$ cat config.mk
export PLATFORM = sky130hd
export DESIGN_NAME = instruction_encoder
export DESIGN_NICKNAME = d
export VERILOG_FILES = /design/src/rtl/instruction_encoder.sv
export SDC_FILE = /design/constraint.sdc
export NUM_CORES = 1
export LEC_CHECK = 0
export BUFFER_PORTS_ARGS = -buffer_cell sky130_fd_sc_hd__clkbuf_2
export CORE_ASPECT_RATIO = 1.4
export CORE_MARGIN = 2
export CORE_UTILIZATION = 40
export CTS_BUF_LIST = sky130_fd_sc_hd__clkbuf_16
export DETAILED_ROUTE_END_ITERATION = 10
export GPL_ROUTABILITY_DRIVEN = 0
export SETUP_SLACK_MARGIN = 0.05
export SLEW_MARGIN = 20
export SYNTH_ARGS = -nofsm -noshare
export SYNTH_HDL_FRONTEND = slang
export SYNTH_SLANG_ARGS = --single-unit
$ cat constraint.sdc
create_clock -name clk -period 1.9 [get_ports clk]
set_input_delay 0.285 -clock clk [delete_from_list [all_inputs] [get_ports clk]]
set_output_delay 0.285 -clock clk [all_outputs]
set_load 0.01 [all_outputs]
$ cat src/rtl/instruction_encoder.sv
// RV32I field-bundle to instruction-word encoder with a 2-entry output FIFO and
// sequential byte-address tagging. Optional immediate range check: ENCODER_IMM_CHECK_EN.
module instruction_encoder #(
   parameter int               ADDR_W    = 32,
   parameter logic [ADDR_W-1:0] BASE_ADDR = '0
) (
   input  logic              clk,
   input  logic              rst_n,
   input  logic              in_valid,
   output logic              in_ready,
   input  logic [2:0]        in_fmt,
   input  logic [6:0]        in_opcode,
   input  logic [4:0]        in_rd,
   input  logic [2:0]        in_funct3,
   input  logic [4:0]        in_rs1,
   input  logic [4:0]        in_rs2,
   input  logic [6:0]        in_funct7,
   input  logic [31:0]       in_imm,
   input  logic              addr_clear,
   output logic              out_valid,
   input  logic              out_ready,
   output logic [31:0]       out_instr,
   output logic [ADDR_W-1:0] out_addr,
   output logic              out_illegal
`ifdef ENCODER_IMM_CHECK_EN
   ,output logic             out_imm_err
`endif
);

   logic [31:0]       enc_instr;
   logic              enc_illegal;
   logic [1:0][31:0]  mem_instr;
   logic [1:0]        mem_illegal;
   logic              wr_ptr;
   logic              rd_ptr;
   logic [1:0]        count;
   logic [ADDR_W-1:0] addr;
   logic              push;
   logic              pop;

   always_comb begin
      enc_instr   = 32'h0000_0013;
      enc_illegal = 1'b0;
      case (in_fmt)
         3'd0: enc_instr = {in_funct7, in_rs2, in_rs1, in_funct3, in_rd, in_opcode};
         3'd1: enc_instr = {in_imm[11:0], in_rs1, in_funct3, in_rd, in_opcode};
         3'd2: enc_instr = {in_imm[11:5], in_rs2, in_rs1, in_funct3, in_imm[4:0], in_opcode};
         3'd3: enc_instr = {in_imm[12], in_imm[10:5], in_rs2, in_rs1, in_funct3,
                            in_imm[4:1], in_imm[11], in_opcode};
         3'd4: enc_instr = {in_imm[31:12], in_rd, in_opcode};
         3'd5: enc_instr = {in_imm[20], in_imm[10:1], in_imm[11], in_imm[19:12], in_rd, in_opcode};
         default: enc_illegal = 1'b1;
      endcase
   end

`ifdef ENCODER_IMM_CHECK_EN
   logic              enc_imm_err;
   logic [1:0]        mem_imm_err;
   logic signed [31:0] imm_s;

   assign imm_s = $signed(in_imm);

   always_comb begin
      enc_imm_err = 1'b0;
      case (in_fmt)
         3'd1, 3'd2: enc_imm_err = (imm_s < -32'sd2048) || (imm_s > 32'sd2047);
         3'd3: enc_imm_err = (imm_s < -32'sd4096) || (imm_s > 32'sd4094) || in_imm[0];
         3'd4: enc_imm_err = |in_imm[11:0];
         3'd5: enc_imm_err = (imm_s < -32'sd1048576) || (imm_s > 32'sd1048574) || in_imm[0];
         default: enc_imm_err = 1'b0;
      endcase
   end

   always_ff @(posedge clk or negedge rst_n) begin
      if (!rst_n) begin
         mem_imm_err <= '0;
      end else if (push) begin
         mem_imm_err[wr_ptr] <= enc_imm_err;
      end
   end

   assign out_imm_err = mem_imm_err[rd_ptr];
`endif

   // Ready comes from the registered count only, so a full buffer refuses a push
   // even when the head is being popped in the same cycle.
   assign in_ready  = (count != 2'd2);
   assign out_valid = (count != 2'd0);
   assign push      = in_valid && in_ready;
   assign pop       = out_valid && out_ready;

   always_ff @(posedge clk or negedge rst_n) begin
      if (!rst_n) begin
         mem_instr   <= '0;
         mem_illegal <= '0;
         wr_ptr      <= 1'b0;
         rd_ptr      <= 1'b0;
         count       <= 2'd0;
      end else begin
         if (push) begin
            mem_instr[wr_ptr]   <= enc_instr;
            mem_illegal[wr_ptr] <= enc_illegal;
            wr_ptr              <= ~wr_ptr;
         end
         if (pop) rd_ptr <= ~rd_ptr;
         case ({push, pop})
            2'b10:   count <= count + 2'd1;
            2'b01:   count <= count - 2'd1;
            default: count <= count;
         endcase
      end
   end

   always_ff @(posedge clk or negedge rst_n) begin
      if (!rst_n) begin
         addr <= BASE_ADDR;
      end else if (addr_clear) begin
         addr <= BASE_ADDR;
      end else if (pop) begin
         addr <= addr + ADDR_W'(4);
      end
   end

   assign out_instr   = mem_instr[rd_ptr];
   assign out_illegal = mem_illegal[rd_ptr];
   assign out_addr    = addr;

endmodule
==> impl_metrics.py <==
metrics = {
    "floorplanning": {
        "die_height_um": 137.4,
        "rows": 48,
        "dieArea_mm2": 0.01363,
        "start_util_pct": 41.07,
        "ioPinCount": 139,
        "die_x_um": 99.26,
        "core_area_mm2": 0.01237,
    },
    "synth": {
        "netlist_instances": 522,
        "ys_ff_latch": 100,
        "synthTopCellsByArea": "dfrtp_1 49%, mux2_2 11%, o21ai_0 5.9%, nand2_1 5.8%, nor2_1 3.3%",
        "synthesis.area_mm2": 0.005081,
        "yosysWarnings": 0,
        "synth_area_per_cell_um2": 9.734,
        "seq_area_frac_synth_pct": 49.25,
        "synth_edf_count": 0,
        "synth.distinct_cells": 42,
        "synth_top_area_share_pct": 49.25,
        "async_flop_share_pct": 100.0,
        "synth_top_flop_cell": "dfrtp_1",
        "synth_top_area_cell": "dfrtp_1",
    },
    "final_layout": {
        "drive_gt1_share_pct": 36.47,
        "fill_cells": 1164,
        "area_growth_pct": 26.45,
        "fin_nets": 738,
        "multiInputGateArea_mm2": 0.002471,
        "final_common_cell": "clkbuf_2",
        "mostFrequentLayoutCells": "135 x clkbuf_2, 98 x dfrtp_1, 78 x nand2_1",
        "diodes": 0,
        "ff_latch_area_mm2": 0.002505,
    },
    "drt": {
        "num_vias": 4258,
        "wire_per_inst_um": 15.76,
        "route.detailed.drc": 0,
        "firstDrtPassIters": 4,
        "first_iter_violations": 189,
        "wl_um": 12910,
        "antenna_left": 0,
        "vias_per_cell": 5.199,
    },
    "cts": {
        "clk_latency_ns": 0.35,
        "cts_htree_levels": 3,
        "cts_buffers": 9,
        "path_clk_slew_ns": 0.07,
        "cts_tree": "built",
        "cts_buffer_depth": 2,
        "cts_root_buf": "clkbuf_16",
        "clkSinkCount": 100,
    },
    "global_routing": {
        "antenna_found_initial": 0,
        "grt-ovfl-total": 0,
        "grt_max_degree": 101,
        "grt_pass1_wl_um": 20760,
        "first_global_vias": 4209,
        "grt_use_total_pct": 19.08,
    },
    "setup_path": {
        "reg2reg_to": "out_addr[28]",
        "arrival_ns": 1.98,
        "required_ns": 2.12,
        "cp_max_fo": 9,
        "crit_type": "reg2reg",
        "r2r_start": "out_addr[2]",
        "cpMaxStageDelayCell": "dfrtp_1",
        "worstPathCellList": "ha_1 -> and3_1 -> nand4_4 -> nor4_2 -> xnor2_1 -> nor2_1",
        "crit_path_end_kind": "register",
        "r2r_slack_ns": 0.14,
        "startpoint_type": "register",
        "max_stage_delay_ns": 0.45,
        "cp-startpoint": "out_addr[2]",
        "reg2regPathDepth": 6,
    },
    "pwr": {
        "powerDensity_mw_per_mm2": 1290,
        "p_leak_nw": 3.084,
        "ir_drop_mv": 0.6875,
    },
    "sta": {
        "maxSlewViolCount": 0,
        "hold-worst-slack_ns": -0.002618,
        "finalSetupViolations": 0,
        "finalHoldViolCount": 1,
        "rsz0062_at_grt": "yes",
        "setup_ws_ns": 0.1367,
        "finalClockSkew_ns": 0.01125,
        "timing.fmax_ghz": 0.5671,
        "worstMarginPinSlew_ns": 0.8453,
        "timing.setup.tns_ns": 0,
        "max_slew_margin_pct": 43.53,
        "fin_crit_sh_pct": 92.81,
        "layout_min_cycle_time_ns": 1.763,
    },
    "placement": {
        "dp.final_hpwl_um": 9326,
        "pre_cts_ws_ns": 0.09729,
        "port_buffers": 136,
    },
    "flow_run": {
        "maxCapViolations": 0,
    },
    "status": {
        "violations": "negative hold slack",
        "status": "finished, violations left",
    },
    "hold_path": {
        "hp-class": "in2async",
    },
}
-- metal layers --
layer | GRT usage [%] | wire length (um)
met1 | 24.00 | 5535
met3 | 4.313 | 673
met2 | 32.51 | 6442
met5 | 0 | 0
met4 | 6.317 | 256
-- worst max path at each step --
stage / slack [ns] / end / cells past startpoint
5_1_grt: 0.02 / out_addr[26] / 6
2_1_floorplan: 0.17 / out_addr[31] / 5
6_report: 0.14 / out_addr[28] / 6
4_1_cts: 0.08 / out_addr[28] / 6
3_5_place_dp: 0.1 / out_addr[28] / 6
3_3_place_gp: 0.17 / mem_instr[21] / 8
-- worst max-delay path: cells and delay by family, from the launching register on --
family	cells	cell delay (ns)
fa+ha+maj	1	0.23
xor+xnor	1	0.16
flops	1	0.45
simple gates	4	0.80
-- cell families (layout without fill, tap and decap cells) --
logic type	count (synthesis)	after routing	synth area share, %
fa+ha+maj	2	2	0.4924
mux	57	57	12.46
xor+xnor	31	31	5.344
other cells	1	2	0.07380
flops	100	100	49.25
buf+inv	35	181	2.832
simple gates	196	196	18.84
compound gates	100	100	10.71
-- where the power goes --
group	switching (mW)	leakage (nW)	internal (mW)
clock network	0.823	0.150	1.16
logic	1.61	1.63	1.48
registers	0.383	1.30	2.83
-- Yosys cell counts (2+ instances only) --
| cell type | instances |
|---|---|
| and4_1 | 2 |
| xnor2_1 | 14 |
| nor2b_1 | 20 |
| and3_1 | 4 |
| xor2_1 | 17 |
| buf_1 | 4 |
| nor3_1 | 5 |
| nand4_1 | 11 |
| nor2_1 | 45 |
| a21oi_1 | 30 |
| o22ai_1 | 2 |
| nand2_1 | 78 |
| a221oi_1 | 4 |
| or3_1 | 2 |
| mux2_2 | 50 |
| clkbuf_1 | 21 |
| o21ai_0 | 60 |
| inv_1 | 3 |
| buf_4 | 2 |
| nor4bb_1 | 2 |
| dfrtp_1 | 100 |
| nor4_1 | 3 |
| mux2i_1 | 7 |
| buf_2 | 4 |
| or2_2 | 3 |
| nand3_1 | 12 |
| ha_1 | 2 |
-- stage by stage --
step                      hold WS, ns  instance area [um^2]  utilization [%]  cells  power [mW]
final                       -0.002618                  6425            51.93    819       8.287
after global routing          0.04182                  6425            51.93    819       8.837
after CTS                     0.02192                  6369            51.48    816       8.370
after detailed placement       0.4001                  6047            48.88    800       6.367
after global placement         0.3829                  6047            48.88    800       6.249
after floorplan              -0.01059                  5085                -    523       5.124
-- cell type report --
class / count / area share (%)
flip-flops and latches: 100 / 38.99
multi-input cells: 388 / 38.46
repair buffers: 161 / 14.33
clock buffers: 9 / 3.505
well taps: 150 / 2.921
clock inverters: 7 / 1.500
inverters: 4 / 0.2921
-- sequential cells by signal, indices dropped and copies added, names as in the netlist --
register	cells
mem_instr	64
wr_ptr	1
count	2
mem_illegal	2
out_addr	30
rd_ptr	1
-- what timing repair did --
| action | in CTS | in global routing |
|---|---|---|
| setup endpoints to repair | 0 | 11 |
| gates resized for setup | 0 | 7 |
| hold buffers | 0 | 0 |
| setup buffers | 0 | 3 |
(Power assumes the default switching activity.)
